===== src/rtl/bsg_mem_1r1w_drain_if.sv =====
// Bundle of the command, memory read port and output stream signals for
// bsg_mem_1r1w_drain.
//   master : the drain engine (drives cmd_ready_o, mem_r_*, data_*, done_o)
//   slave  : the surrounding system (drives cmd_*, mem_r_data_i, yumi_i)
interface bsg_mem_1r1w_drain_if #(
    parameter int width_p     = 8,
    parameter int els_p       = 16,
    parameter int len_width_p = 8
);
    localparam int addr_width_lp = (els_p == 1) ? 1 : $clog2(els_p);

    logic                     cmd_v_i;
    logic [addr_width_lp-1:0] cmd_addr_i;
    logic [len_width_p-1:0]   cmd_len_i;
    logic                     cmd_ready_o;

    logic                     mem_r_v_o;
    logic [addr_width_lp-1:0] mem_r_addr_o;
    logic [width_p-1:0]       mem_r_data_i;

    logic                     data_v_o;
    logic [width_p-1:0]       data_o;
    logic                     data_last_o;
    logic                     yumi_i;

    logic                     done_o;

    modport master (
        input  cmd_v_i, cmd_addr_i, cmd_len_i, mem_r_data_i, yumi_i,
        output cmd_ready_o, mem_r_v_o, mem_r_addr_o, data_v_o, data_o,
               data_last_o, done_o
    );

    modport slave (
        output cmd_v_i, cmd_addr_i, cmd_len_i, mem_r_data_i, yumi_i,
        input  cmd_ready_o, mem_r_v_o, mem_r_addr_o, data_v_o, data_o,
               data_last_o, done_o
    );
endinterface


===== src/rtl/bsg_mem_1r1w_drain.sv =====
// Read-side engine for a bsg_mem_1r1w. Takes (start address, word count),
// walks the memory's asynchronous read port and streams the words out on a
// valid/yumi interface through a 2-entry buffer, flagging the final word.
//
// Ports:
//   clk_i, reset_i : clock, asynchronous active-high reset
//   io (master)    : cmd_v_i/cmd_addr_i/cmd_len_i/cmd_ready_o command,
//                    mem_r_v_o/mem_r_addr_o/mem_r_data_i memory read port,
//                    data_v_o/data_o/data_last_o/yumi_i output stream,
//                    done_o one-cycle completion pulse
//   stall_cnt_o    : only with BSG_MEM_1R1W_DRAIN_STALL_CNT_EN defined;
//                    saturating count of cycles with data_v_o & ~yumi_i,
//                    cleared on command accept
//
// width_p / els_p must be set to match the attached memory and the io
// interface instance.
module bsg_mem_1r1w_drain #(
    parameter int width_p     = 8,
    parameter int els_p       = 16,
    parameter int len_width_p = 8
) (
    input  logic                      clk_i,
    input  logic                      reset_i,
    bsg_mem_1r1w_drain_if.master      io
`ifdef BSG_MEM_1R1W_DRAIN_STALL_CNT_EN
    ,
    output logic [31:0]               stall_cnt_o
`endif
);
    localparam int addr_width_lp = (els_p == 1) ? 1 : $clog2(els_p);
    localparam logic [addr_width_lp-1:0] last_addr_lp = addr_width_lp'(els_p - 1);
    localparam logic [len_width_p-1:0]   len_one_lp   = len_width_p'(1);

    localparam logic [1:0] IDLE  = 2'd0;
    localparam logic [1:0] READ  = 2'd1;
    localparam logic [1:0] DRAIN = 2'd2;
    localparam logic [1:0] DONE  = 2'd3;

    logic [1:0]               state;
    logic [addr_width_lp-1:0] addr;
    logic [len_width_p-1:0]   rem;

    logic [1:0][width_p-1:0]  buf_data;
    logic [1:0]               buf_last;
    logic                     rd_ptr, wr_ptr;
    logic [1:0]               buf_count;

    logic accept, issue, pop;

    assign io.cmd_ready_o  = (state == IDLE) & ~reset_i;
    assign accept          = io.cmd_v_i & io.cmd_ready_o;
    // Registered count gates the read, so a push never lands on a full buffer.
    assign issue           = (state == READ) & (buf_count != 2'd2);
    assign pop             = io.yumi_i & io.data_v_o;

    assign io.mem_r_v_o    = issue;
    assign io.mem_r_addr_o = addr;
    assign io.data_v_o     = (buf_count != 2'd0);
    assign io.data_o       = buf_data[rd_ptr];
    assign io.data_last_o  = io.data_v_o & buf_last[rd_ptr];
    assign io.done_o       = (state == DONE);

    always_ff @(posedge clk_i or posedge reset_i) begin
        if (reset_i) begin
            state <= IDLE;
            addr  <= '0;
            rem   <= '0;
        end else begin
            case (state)
                IDLE: if (accept) begin
                    addr  <= io.cmd_addr_i;
                    rem   <= io.cmd_len_i;
                    state <= (io.cmd_len_i != '0) ? READ : DONE;
                end
                READ: if (issue) begin
                    rem  <= rem - len_one_lp;
                    addr <= (addr == last_addr_lp) ? '0 : addr + 1'b1;
                    if (rem == len_one_lp) state <= DRAIN;
                end
                // No pushes here, so count 1 with a pop means the last word left.
                DRAIN: if (pop && buf_count == 2'd1) state <= DONE;
                default: state <= IDLE;
            endcase
        end
    end

    always_ff @(posedge clk_i or posedge reset_i) begin
        if (reset_i) begin
            buf_data  <= '0;
            buf_last  <= '0;
            rd_ptr    <= 1'b0;
            wr_ptr    <= 1'b0;
            buf_count <= 2'd0;
        end else begin
            if (issue) begin
                buf_data[wr_ptr] <= io.mem_r_data_i;
                buf_last[wr_ptr] <= (rem == len_one_lp);
                wr_ptr           <= ~wr_ptr;
            end
            if (pop) rd_ptr <= ~rd_ptr;
            buf_count <= buf_count + {1'b0, issue} - {1'b0, pop};
        end
    end

`ifdef BSG_MEM_1R1W_DRAIN_STALL_CNT_EN
    logic [31:0] stall_cnt;

    always_ff @(posedge clk_i or posedge reset_i) begin
        if (reset_i)
            stall_cnt <= '0;
        else if (accept)
            stall_cnt <= '0;
        else if (io.data_v_o && !io.yumi_i && stall_cnt != 32'hFFFF_FFFF)
            stall_cnt <= stall_cnt + 32'd1;
    end

    assign stall_cnt_o = stall_cnt;
`endif

`ifndef SYNTHESIS
    always @(posedge clk_i) begin
        if (!reset_i) begin
            if (accept) begin
                assert (32'(io.cmd_addr_i) < els_p)
                    else $error("cmd_addr_i out of range");
                assert (32'(io.cmd_len_i) <= els_p)
                    else $error("cmd_len_i exceeds memory depth");
            end
            assert (!io.yumi_i || io.data_v_o)
                else $error("yumi_i without data_v_o");
        end
    end
`endif
endmodule

===== src/flat_wrapper.sv =====
// flat-port wrapper written by rule: the top's interface ports become plain ports
module bsg_mem_1r1w_drain_flat 
#(
    parameter int width_p     = 8,
    parameter int els_p       = 16,
    parameter int len_width_p = 8
)
  (clk_i, reset_i, io_cmd_v_i, io_cmd_addr_i, io_cmd_len_i, io_mem_r_data_i, io_yumi_i, io_cmd_ready_o, io_mem_r_v_o, io_mem_r_addr_o, io_data_v_o, io_data_o, io_data_last_o, io_done_o);
  bsg_mem_1r1w_drain_if #(.width_p(width_p), .els_p(els_p), .len_width_p(len_width_p)) io_i ();
  input  logic clk_i;
  input  logic reset_i;
  input wire logic [$bits(io_i.cmd_v_i)-1:0] io_cmd_v_i;
  input wire logic [$bits(io_i.cmd_addr_i)-1:0] io_cmd_addr_i;
  input wire logic [$bits(io_i.cmd_len_i)-1:0] io_cmd_len_i;
  input wire logic [$bits(io_i.mem_r_data_i)-1:0] io_mem_r_data_i;
  input wire logic [$bits(io_i.yumi_i)-1:0] io_yumi_i;
  output wire logic [$bits(io_i.cmd_ready_o)-1:0] io_cmd_ready_o;
  output wire logic [$bits(io_i.mem_r_v_o)-1:0] io_mem_r_v_o;
  output wire logic [$bits(io_i.mem_r_addr_o)-1:0] io_mem_r_addr_o;
  output wire logic [$bits(io_i.data_v_o)-1:0] io_data_v_o;
  output wire logic [$bits(io_i.data_o)-1:0] io_data_o;
  output wire logic [$bits(io_i.data_last_o)-1:0] io_data_last_o;
  output wire logic [$bits(io_i.done_o)-1:0] io_done_o;
  assign io_i.cmd_v_i = io_cmd_v_i;
  assign io_i.cmd_addr_i = io_cmd_addr_i;
  assign io_i.cmd_len_i = io_cmd_len_i;
  assign io_i.mem_r_data_i = io_mem_r_data_i;
  assign io_i.yumi_i = io_yumi_i;
  assign io_cmd_ready_o = io_i.cmd_ready_o;
  assign io_mem_r_v_o = io_i.mem_r_v_o;
  assign io_mem_r_addr_o = io_i.mem_r_addr_o;
  assign io_data_v_o = io_i.data_v_o;
  assign io_data_o = io_i.data_o;
  assign io_data_last_o = io_i.data_last_o;
  assign io_done_o = io_i.done_o;
  bsg_mem_1r1w_drain #(.width_p(width_p), .els_p(els_p), .len_width_p(len_width_p)) u_core (.clk_i(clk_i), .reset_i(reset_i), .io(io_i));
endmodule

===== config.mk =====
export PLATFORM = sky130hd
export DESIGN_NAME = bsg_mem_1r1w_drain_flat
export DESIGN_NICKNAME = d
export VERILOG_FILES = /design/src/rtl/bsg_mem_1r1w_drain_if.sv /design/src/rtl/bsg_mem_1r1w_drain.sv /design/src/flat_wrapper.sv
export SDC_FILE = /design/constraint.sdc
export NUM_CORES = 1
export LEC_CHECK = 0
export CELL_PAD_IN_SITES_DETAIL_PLACEMENT = 1
export CELL_PAD_IN_SITES_GLOBAL_PLACEMENT = 2
export CORE_AREA = 2 2 60 105
export DETAILED_ROUTE_END_ITERATION = 10
export DIE_AREA = 0 0 62 107
export MAX_ROUTING_LAYER = met4
export PLACE_DENSITY = 0.95
export SKIP_LAST_GASP = 1
export SLEW_MARGIN = 30
export SYNTH_ARGS = -nofsm -noshare
export SYNTH_HDL_FRONTEND = slang
export SYNTH_SLANG_ARGS = --single-unit
export TNS_END_PERCENT = 20

===== constraint.sdc =====
create_clock -name clk_i -period 5.6 [get_ports clk_i]
set_input_delay 0.56 -clock clk_i [delete_from_list [all_inputs] [get_ports clk_i]]
set_output_delay 0.56 -clock clk_i [all_outputs]
set_load 0.1 [all_outputs]

==> metrics.md, run 1 <==
| Metric | Value |
|---|---|
| Core area | 0.00579 mm2 |
| Largest net degree at the start of global routing | 37 |
| Setup repair after global routing missed its margin | false |
| Nets | 260 |
| Final antenna-violating net count | 0 |
| Starting Density | 34.3% |
| Max Fclk | 287 MHz |
| Post-DP HPWL | 3460 um |
| Count of state elements after synthesis | 36 |
| Clock skew | 0.00284 ns |
| Seq/Total Area, Yosys | 45.3% |
| Minimum clock period | ~3.5 ns |
| Hold Buf Count CTS | 0 |
| Netlist cell types | 43 |
| Total GRT Usage | about 16% |
| Area Growth Syn to Fin | 29.6% |
| Resize count post-CTS | 0 |
| Critical Path Start | u_core.state[1] |
| Initial antenna violation count | 0 |
| Ant diodes | 0 |
| Yosys warns | 0 |
| First-pass GRT wire length | 7580 um |
| Setup TNS | 0 ns |
| Pre-antenna DRT Iters | 4 |
| Fin. max-slew vios | 0 |
| Critical path arrival | 2.93 ns |
| Final Routed Wirelength | between 4000 and 5000 um |
| Drt wl/cell | 15.1 um |
| Final setup fails | 0 |
| Share of cells above drive strength 1 | 17.1% |
| Post-Syn Area | 0.00199 mm2 |
| Endpoints failing hold | 0 |
| CTS Sinks | 36 |
| Worst slew pin tran | 0.973 ns |
| Fin crit share | 62.3% |
| Max_cap viols | 0 |
| TritonCTS buffer count | 5 |
| Required time worst endpoint | 5.04 ns |
| Outcome | finished clean |
| DRC Markers | 0 |
| Post-CTS Repair Setup Buffers | 0 |
| GPL Wtd Cong | 0.731 |
| Clock buffer depth | 2 |
| Reg-to-reg startpoint | u_core.state[1] |
| Row count | 37 |
| Worst-path clk slew | 0.07 ns |
| Worst Hold Class | flop to flop |
| Post-Syn Instances | 185 |
| Grt ovf | 0 |
| Vias per Instance | ~5.1 |
| H-Tree Depth | 2 |
| Vias | 1,553 |
| Min-delay src | u_core.buf_data[8] |
| CP Launch Type | flop |
| I/O pin count | 41 |
| CTS tree | yes |
| Crit path kind | flop to output port |
| Largest fanout on the critical path | 24 |
| Max-slew headroom | 35.0% |
| Die Y | 107 um |
| Input/output buffers | 40 |
| Iteration-0 DRC Markers | 18 |
| Root buffer cell | clkbuf_8 |
| Vias in the first global route | roughly 1.7k |
| Post-Syn Area per Cell | 10.7 um2 |
| Die W | 62 um |
| Synth Net Count | about 220 |
| Crit end category | output port |
| Worst-Skew Late Latency | 0.28 ns |
| Die area | ~0.0066 mm2 |
[Yosys cell counts (all sizes together)]
library cell  instances  area share, %
dfrtp                36             45
mux2                 27             15
inv                  13            2.5
o21ai                11            2.8
nand2                10            1.9
nor2                 10            2.0
ha                    9            5.7
a21oi                 7            1.8
nand3                 5            1.3
mux2i                 4            2.0
nor3                  4            1.0
o22ai                 4            1.3
buf                   3           0.69
clkbuf                3           0.57
nand2b                3           0.94
nor2b                 3           0.94
nor4                  3            1.7
xnor2                 3            1.3
a211oi                2            1.0
a21o                  2           0.76
a221o                 2            1.0
and2                  2           0.63
o211ai                2           0.76
o21bai                2           0.76
o2bb2ai               2           0.88
a211o                 1           0.44
a22o                  1           0.44
a31oi                 1           0.32
and3                  1           0.32
and3b                 1           0.44
nand3b                1           0.38
nand4b                1           0.44
o311a                 1           0.50
o31ai                 1           0.38
or2                   1           0.32
or3                   1           0.32
or4                   1           0.38
xor2                  1           0.44
[layout make-up]
cell class,instances,area [um2]
Multi-Input combinational cell,130,1010
Clock inverter,2,35.0
Inverter,13,48.8
Timing Repair Buffer,41,408
Fill cell,638,3210
Sequential cell,36,901
Tap cell,78,97.6
Clock buffer,6,72.6
[final timing paths]
path	endpoint	slack, ns	cells after the start
max	io_mem_r_v_o	2.11	4
min	u_core.buf_data[8]	0.51	1
max reg2reg	u_core.rem[7]	3.07	6
min reg2reg	u_core.buf_data[8]	0.51	1
max in group asynchronous	u_core.rem[2]	4.53	3
min in group asynchronous	u_core.wr_ptr	0.74	3
[placed cells by master, fill, tap and decap left out, types with 2 or more instances in the layout]
| master | Yosys | layout |
|---|---|---|
| clkdlybuf4s50_1 | 0 | 40 |
| dfrtp_1 | 36 | 36 |
| mux2_2 | 26 | 26 |
| inv_1 | 13 | 13 |
| o21ai_0 | 11 | 11 |
| nand2_1 | 10 | 10 |
| nor2_1 | 9 | 9 |
| ha_1 | 9 | 9 |
| a21oi_1 | 7 | 7 |
| nand3_1 | 5 | 5 |
| clkbuf_8 | 0 | 5 |
| mux2i_1 | 4 | 4 |
| nor3_1 | 4 | 4 |
| o22ai_1 | 4 | 4 |
| nand2b_1 | 3 | 3 |
| xnor2_1 | 3 | 3 |
| nor2b_1 | 3 | 3 |
| and2_1 | 2 | 2 |
| a21o_1 | 2 | 2 |
| nor4_1 | 2 | 2 |
| a221o_1 | 2 | 2 |
| o2bb2ai_1 | 2 | 2 |
| o21bai_1 | 2 | 2 |
| o211ai_1 | 2 | 2 |
[worst max-delay path, cell delays in order (launching register included)]
cell	delay [ns]
dfrtp_1	0.42
inv_1	0.09
ha_1	0.72
and2_1	0.27
clkdlybuf4s50_1	1.14
[metal layers]
metal	vias up	part of all wire, %	GRT usage (%)
li1	746	-	-
met1	763	38	16.2
met2	40	56	27.0
met3	4	4.9	3.86
met4	0	1.2	6.08
met5	-	0	-
[kinds of logic (layout without fill, tap and decap cells)]
family | after synthesis | after routing | share of synthesized area (%)
buffers and inverters | 19 | 62 | 3.72
adders and majority gates | 9 | 9 | 5.67
muxes | 31 | 31 | 17.5
xor gates and xnor gates | 4 | 4 | 1.76
AOI/OAI and AO/OA | 39 | 39 | 13.0
and+or+nand+nor | 47 | 47 | 13.0
DFF | 36 | 36 | 45.3
[registers in the layout, summed over array words and instances (netlist names)]
name / flops
u_core.buf_data: 16
u_core.rem: 8
u_core.io.mem_r_addr_o: 4
u_core.buf_count: 2
u_core.buf_last: 2
u_core.state: 2
u_core.rd_ptr: 1
u_core.wr_ptr: 1
[metrics by stage]
stage / hold slack [ns] / cells / instance area, um2 / utilization (%) / setup slack (ns)
2_1_floorplan: 0.474 / 185 / 1990 / - / 2.98
3_3_place_gp: 0.482 / 298 / 2470 / 42.6 / 2.42
3_5_place_dp: 0.490 / 298 / 2470 / 42.6 / 2.40
4_1_cts: 0.507 / 306 / 2570 / 44.5 / 2.09
5_1_grt: 0.532 / 306 / 2570 / 44.5 / 1.97
6_report: 0.506 / 306 / 2570 / 44.5 / 2.11
Power of run 1 is not shown: default switching activity piles up to over one toggle a cycle in this logic, so the estimate is an artifact.
==> run 2: changes to the inputs <==
--- a/config.mk
+++ b/config.mk
@@ -7,11 +7,11 @@
 export LEC_CHECK = 0
 export CELL_PAD_IN_SITES_DETAIL_PLACEMENT = 1
 export CELL_PAD_IN_SITES_GLOBAL_PLACEMENT = 2
-export CORE_AREA = 2 2 60 105
+export CORE_AREA = 2 2 66 115
 export DETAILED_ROUTE_END_ITERATION = 10
-export DIE_AREA = 0 0 62 107
+export DIE_AREA = 0 0 68 117
 export MAX_ROUTING_LAYER = met4
-export PLACE_DENSITY = 0.95
+export PLACE_DENSITY = 0.85
 export SKIP_LAST_GASP = 1
 export SLEW_MARGIN = 30
 export SYNTH_ARGS = -nofsm -noshare
==> constraint.sdc (replaced) <==
create_clock -name clk_i -period 3 [get_ports clk_i]
set_input_delay 0.3 -clock clk_i [delete_from_list [all_inputs] [get_ports clk_i]]
set_output_delay 0.3 -clock clk_i [all_outputs]
set_load 0.1 [all_outputs]
==> metrics.md, run 2 (same netlist as run 1, synthesis figures left out) <==
| Metric | Value |
|---|---|
| Outcome | finished clean |
| CP Launch Type | flop |
| Reg-to-reg startpoint | u_core.state[1] |
| Worst-path clk slew | about 0.06 ns |
| Filler cells | 815 |
| Most frequent cells in the layout | dfrtp_1, mux2_2, clkdlybuf4s50_1, buf_4, inv_1 |
| Largest net degree at the start of global routing | 37 |
| Vias in the first global route | 1,778 |
| Final setup fails | 0 |
| Worst Hold Class | input pin to asynchronous set/reset pin |
| M3 GR Usage | approximately 2.1% |
| H-Tree Depth | 2 |
| Clock buffer depth | 2 |
| Post-CTS Repair Setup Buffers | 0 |
| I/O pin count | 41 |
| Final Routed Wirelength | 4860 um |
| Share of cells above drive strength 1 | 24.9% |
| Post-Place Cells | 307 |
| Most Crowded Layer GR | met2 |
| Fin crit share | 72.2% |
| TritonCTS buffer count | 5 |
| Root buffer cell | clkbuf_16 |
| Starting Density | 28.1% |
| Max Fclk | 462 MHz |
| Met2 Use GR | 26.3% |
| R2R Setup Slk | around 0.84 ns |
| Setup TNS | 0 ns |
| Max FFs per register | 16 |
| Min Hold Slack | 0.497 ns |
| Max_cap viols | 0 |
| R2R depth | 7 |
| Initial antenna violation count | 0 |
| Input/output buffers | 40 |
| RR Endpoint | u_core.rem[7] |
| Reg with most FFs | u_core.buf_data |
| Grt ovf | 0 |
| Non-Filler Instances | 315 |
| Vias per Instance | 5.02 |
| Fin. max-slew vios | 0 |
| Largest fanout on the critical path | 24 |
| Crit path kind | flop to flop |
| CTS tree | yes |
| Pre-antenna DRT Iters | 4 |
| Post-DP HPWL | between 3000 and 4000 um |
| Ant diodes | 0 |
| Die W | 68 um |
| Worst-Skew Late Latency | around 0.27 ns |
| Die area | 0.00796 mm2 |
| DRC Markers | 0 |
| Pre-CTS setup slack | 0.831 ns |
| Met1 usage | between 10% and 20% |
| Endpoints failing hold | 0 |
| Critical path arrival | 2.34 ns |
| Final antenna-violating net count | 0 |
| CTS Sinks | 36 |
| Worst slew pin tran | ~0.74 ns |
| Minimum clock period | roughly 2.2 ns |
| Required time worst endpoint | 3.18 ns |
| Row count | 41 |
| Clock skew | between 0.003 and 0.004 ns |
| GPL Wtd Cong | 0.694 |
| Commonest non-fill, non-tap cell in the layout | dfrtp_1 |
| First-pass GRT wire length | 8230 um |
| Resize count post-CTS | 0 |
| Max-slew headroom | 50.8% |
| Total GRT Usage | 14.2% |
| Drt wl/cell | around 15 um |
| Nets | 261 |
| Vias | 1,581 |
| Crit end category | flop |
| Core area | 0.00708 mm2 |
| Setup repair after global routing missed its margin | false |
| Iteration-0 DRC Markers | 71 |
| Die Y | 117 um |
| Hold Buf Count CTS | 0 |
| Post-route setup slack | 0.835 ns |
| Area Growth Syn to Fin | 31.2% |
run 2: cell types whose count changed in the layout (fill, tap and decap cells not counted):
cell             delta
buf_4              +18
clkbuf_16           +5
clkbuf_8            -5
clkdlybuf4s50_1    -17
run 2: cell type report:
type                       instances  area, um2  share of cell area (%)
inverter                          13       48.8                    1.87
sequential                        36        901                    34.6
clock buffer                       6        129                    4.94
clock inverter                     2       35.0                    1.34
multi-input combinational        130       1010                    38.8
tap                               86        108                    4.13
timing repair buffer              42        373                    14.3
run 2: per-stage QoR:
step / instance area (um2) / utilization [%]
6_report: 2610 / 36.8
5_1_grt: 2610 / 36.8
4_1_cts: 2610 / 36.8
3_5_place_dp: 2440 / 34.5
3_3_place_gp: 2440 / 34.5
2_1_floorplan: 1990 / -
run 2: per-layer routing:
| layer | up-vias | share of wire (%) |
|---|---|---|
| li1 | 744 | - |
| met1 | 803 | 38 |
| met2 | 32 | 57 |
| met3 | 2 | 3.5 |
| met4 | 0 | 0.78 |
| met5 | - | 0 |
run 2: how the worst max path moves through the flow:
stage	startpoint	to	slack, ns	cells after the start
2_1_floorplan	u_core.state[1]	u_core.buf_count[1]	0.41	9
3_3_place_gp	u_core.state[1]	u_core.rem[7]	0.89	7
3_5_place_dp	u_core.state[1]	u_core.buf_data[4]	0.83	7
4_1_cts	u_core.state[1]	u_core.rem[7]	0.79	7
5_1_grt	u_core.state[1]	u_core.rem[7]	0.57	7
6_report	u_core.state[1]	u_core.rem[7]	0.84	7
run 2: critical path, stage by stage, from the launching register on:
cell,delay [ns]
dfrtp_1,0.38
inv_1,0.08
ha_1,0.18
buf_4,0.21
and3b_1,0.25
a211oi_2,0.59
o22ai_1,0.15
a211oi_1,0.21
Power of run 2 is left out for the same reason.
==> run 3: changes to the inputs <==
==> constraint.sdc (replaced) <==
create_clock -name clk_i -period 1.8 [get_ports clk_i]
set_input_delay 0.18 -clock clk_i [delete_from_list [all_inputs] [get_ports clk_i]]
set_output_delay 0.18 -clock clk_i [all_outputs]
set_load 0.1 [all_outputs]
==> metrics.md, run 3 (same netlist as run 1, synthesis figures left out) <==
| Metric | Value |
|---|---|
| Max FFs per register | 16 |
| Pre-CTS setup slack | -0.00287 ns |
| Fin crit share | 98.7% |
| I/O pin count | 41 |
| Commonest non-fill, non-tap cell in the layout | dfrtp_1 |
| Crit path kind | flop to flop |
| Post-DP HPWL | 4030 um |
| Vias in the first global route | 1,812 |
| Endpoints failing hold | 0 |
| CP Launch Type | flop |
| Setup repair after global routing missed its margin | true |
| Worst-Skew Late Latency | 0.27 ns |
| Fin. max-slew vios | 0 |
| Post-route setup slack | 0.0242 ns |
| Reg with most FFs | u_core.buf_data |
| Share of cells above drive strength 1 | a little over a third |
| CTS Sinks | 36 |
| Worst slew pin tran | 0.483 ns |
| Total GRT Usage | 14.8% |
| DRC Markers | 0 |
| GPL Wtd Cong | roughly 0.76 |
| Final setup fails | 0 |
| Die Y | about 120 um |
| Final Routed Wirelength | between 5000 and 6000 um |
| Largest net degree at the start of global routing | 37 |
| R2R depth | 5 |
| Most frequent cells in the layout | dfrtp_1, mux2_2, buf_4, clkdlybuf4s50_1, buf_12 |
| Ant diodes | 0 |
| Die W | 68 um |
| Max_cap viols | 0 |
| Worst-path clk slew | ~0.060 ns |
| Vias | approximately 1.7k |
| Input/output buffers | 40 |
| Pre-antenna DRT Iters | 4 |
| Hold Buf Count CTS | 0 |
| Area Growth Syn to Fin | 50.3% |
| Required time worst endpoint | 1.96 ns |
| Iteration-0 DRC Markers | 38 |
| Minimum clock period | 1.78 ns |
| Nets | 281 |
| Clock buffer depth | 2 |
| Area of the multi-input gates | 0.00107 mm2 |
| First-pass GRT wire length | 8530 um |
| CTS tree | yes |
| Die area | around 0.0080 mm2 |
| Clock skew | 0.00664 ns |
| Met2 Use GR | 27.4% |
| Final core utilization | between 40% and 50% |
| Starting Density | 28.1% |
| Max Fclk | 563 MHz |
| Outcome | finished clean |
| Filler cells | slightly below 800 |
| TritonCTS buffer count | 5 |
| Drt wl/cell | 15.6 um |
| Core area | 0.00708 mm2 |
| Max-slew headroom | between 60% and 70% |
| Worst Hold Class | input pin to asynchronous set/reset pin |
| Initial antenna violation count | 0 |
| Largest fanout on the critical path | 3 |
| Grt ovf | 0 |
| M3 GR Usage | 2.20% |
| Met1 usage | 14.3% |
| Crit end category | flop |
| Critical path arrival | 1.93 ns |
| Vias per Instance | 4.98 |
| H-Tree Depth | 2 |
| Row count | 41 |
| Most Crowded Layer GR | met2 |
| Setup TNS | 0 ns |
| Root buffer cell | clkbuf_16 |
| Final antenna-violating net count | 0 |
| Register area | roughly 900 um2 |
[run 3: final timing paths]
check                                    start  slack [ns]                  end
max in group asynchronous              reset_i        0.95  u_core.buf_count[1]
max                            u_core.state[0]        0.02      u_core.state[1]
min                                    reset_i        0.47  u_core.buf_count[0]
max reg2reg                    u_core.state[0]        0.02      u_core.state[1]
min reg2reg                u_core.buf_data[11]        0.50  u_core.buf_data[11]
min in group clk_i         u_core.buf_data[11]        0.50  u_core.buf_data[11]
[run 3: critical path, stage by stage (launching register included)]
cell and delay [ns]:
dfrtp_1 0.43, ha_4 0.20, and3b_2 0.22, a21o_1 0.17
a221o_1 0.33, mux2_4 0.32
[run 3: layout make-up]
cell class	instances	share of cell area, %
inverters	13	1.72
multi-input cells	130	35.7
flip-flops and latches	36	30.2
clock buffers	7	5.11
well taps	86	3.60
repair buffers	62	23.6
[run 3: repair_timing]
| item | in CTS | in global routing |
|---|---|---|
| buffers inserted | 0 | 3 |
| resized for setup | 2 | 11 |
| gates cloned | 0 | 0 |
| setup endpoints to repair | 4 | 11 |
[run 3: metal layers]
metal  wire (um)  part of all wire (%)  vias up
li1            -                     -      786
met1        1820                    35      820
met2        3060                    59       43
met3         166                   3.2       14
met4         159                   3.1        0
met5           0                     0        -
[run 3: stage by stage]
step	area (um2)	instances	hold WS (ns)
2_1_floorplan	2000	185	0.331
3_3_place_gp	2760	324	0.481
3_5_place_dp	2760	324	0.490
4_1_cts	2920	331	0.502
5_1_grt	2990	334	0.519
6_report	2990	334	0.469
Power of run 3 is left out for the same reason.
==> variant (flow settings as in run 2) <==
`width_p` is set to 8 in 3 places; all go to 6.
--- a/src/rtl/bsg_mem_1r1w_drain_if.sv
+++ b/src/rtl/bsg_mem_1r1w_drain_if.sv
@@ -4,5 +4,5 @@
 //   slave  : the surrounding system (drives cmd_*, mem_r_data_i, yumi_i)
 interface bsg_mem_1r1w_drain_if #(
-    parameter int width_p     = 8,
+    parameter int width_p     = 6,
     parameter int els_p       = 16,
     parameter int len_width_p = 8
--- a/src/rtl/bsg_mem_1r1w_drain.sv
+++ b/src/rtl/bsg_mem_1r1w_drain.sv
@@ -16,5 +16,5 @@
 // interface instance.
 module bsg_mem_1r1w_drain #(
-    parameter int width_p     = 8,
+    parameter int width_p     = 6,
     parameter int els_p       = 16,
     parameter int len_width_p = 8
--- a/src/flat_wrapper.sv
+++ b/src/flat_wrapper.sv
@@ -2,5 +2,5 @@
 module bsg_mem_1r1w_drain_flat 
 #(
-    parameter int width_p     = 8,
+    parameter int width_p     = 6,
     parameter int els_p       = 16,
     parameter int len_width_p = 8
Interface: changed (resized io_data_o and io_mem_r_data_i); port bits go from 41 to 37. The function was not compared with the original's and may differ.
==> variant against run 2 <==
- setup slack improved by 16 ps
- final area fell by 7.3%
- first-iteration DRC count fell by 48%
- critical path depth fell by 1
- wire length fell by 3.5%
- area after synthesis fell by 8.8%
- sequential cell count fell by 4
- critical path type unchanged
Power is left out: the tool's default activity adds up to more than one toggle a clock period on the data nets, which glitch-free logic cannot reach.
==> variant: results (changes against run 2) <==
regMostFlops: "u_core.buf_data"
via_count: 1507  # -4.7%
detail_route.wl_per_cell_um: 15.4  # -0.36%
clk_pin_slew_ps: 50
endpoint_kind: "register"
cp_slowest_stage_delay_ps: 440  # -150 ps
dp_hpwl_mm: 3.58  # -2.9%
top_layer: "met4"
cp_max_fo: 8  # -67%
syn_nets: 210  # -3.7%
ys_seq_area_share_pct: 44.2  # -1.2 points
clk_latency_ps: 280
cpMaxStageDelayCell: "o21ai_0"
cts_root_buffer: "clkbuf_16"
track_usage_pct: 13.2  # -0.97 points
synthArstFlopShare_pct: 100  # unchanged
cts_inserted_buffers: 5  # unchanged
synthAdderAreaFrac_pct: 6.21  # +0.54 points
met2_usage_pct: 23.5  # -2.8 points
grt_pass1_vias: 1564  # -12%
dr.first_iter.drc_count: 37  # -48%
met1Wirelength_mm: 1.87  # +0.70%
synth_compound_area_share_pct: 14.8  # +1.7 points
grtUsageMet3_pct: 2.58  # +0.48 points
crit_start: "u_core.state[0]"
largest_reg_flops: 12  # -4
cts_resized: 0  # unchanged
synth_commonest_cells: "32 x dfrtp_1, 19 x mux2_2, 15 x o21ai_0"
worst_pin_slew_ps: 626  # -110 ps
grt.met1_usage_pct: 13.5  # -0.99 points
muxShareOfSynthArea_pct: 14.6  # -2.9 points
dr_wl_met2_mm: 2.54  # -8.7%
clock_skew_ps: 6.09  # +2.12 ps
ys_top_cells_by_area: "dfrtp_1 44%, mux2_2 12%, ha_1 6.2%"
cp_top_family: "compound AO/OA/AOI/OAI gates"
min_path_type: "primary input to async pin"
fillers: 836  # +2.6%
diodes: 0  # unchanged
reg2reg_slack_ps: 850  # +20 ps
grt_pass1_wl_mm: 7.59  # -7.8%
synth_xor_area_share_pct: 1.93  # +0.17 points
io_buffers: 36  # -10%
synth_cell_types: 39  # -9.3%
firstDrtPassIters: 4  # unchanged
reg2regPathDepth: 6  # -1
place.gp.congestion: 0.810  # +17%
drive_gt1_share_pct: 22.4  # -2.5 points
reg2reg_to: "u_core.state[1]"
route.met3.wl_um: 185  # +8.8%
status: "complete, no violations"
finalNetCount: 249  # -4.6%
grt_max_degree: 32  # -14%
arrival_ps: 2310  # -30 ps
[variant: changes by cell type in the layout (fill, tap and decap cells not counted), sizes merged, moves of 2 or more]
cell | before | now
mux2 | 27 | 19
dfrtp | 36 | 32
o21ai | 11 | 15
o22ai | 4 | 0
a21oi | 7 | 10
nand2 | 10 | 13
nor3 | 4 | 1
o32ai | 0 | 3
buf | 19 | 17
clkdlybuf4s50 | 23 | 21
o2bb2ai | 2 | 0
[variant: area by class of cell]
cell class,instances,area share (%)
Tap cell,86,4.45
Sequential cell,32,33.1
Multi-Input combinational cell,129,39.1
Timing Repair Buffer,38,14.5
Clock inverter,3,1.76
Inverter,12,1.86
Clock buffer,5,5.18
[variant: metrics by stage]
step                      util [%]  std cells  worst slack, ps  area, um2  hold WS [ps]
after global placement        31.8        297              868       2250           477
after detailed placement      31.8        297              853       2250           487
after floorplan                  -        179              596       1810           416
after CTS                     34.1        305              844       2420           462
final                         34.1        305              851       2420           448
after global routing          34.1        305              692       2420           514
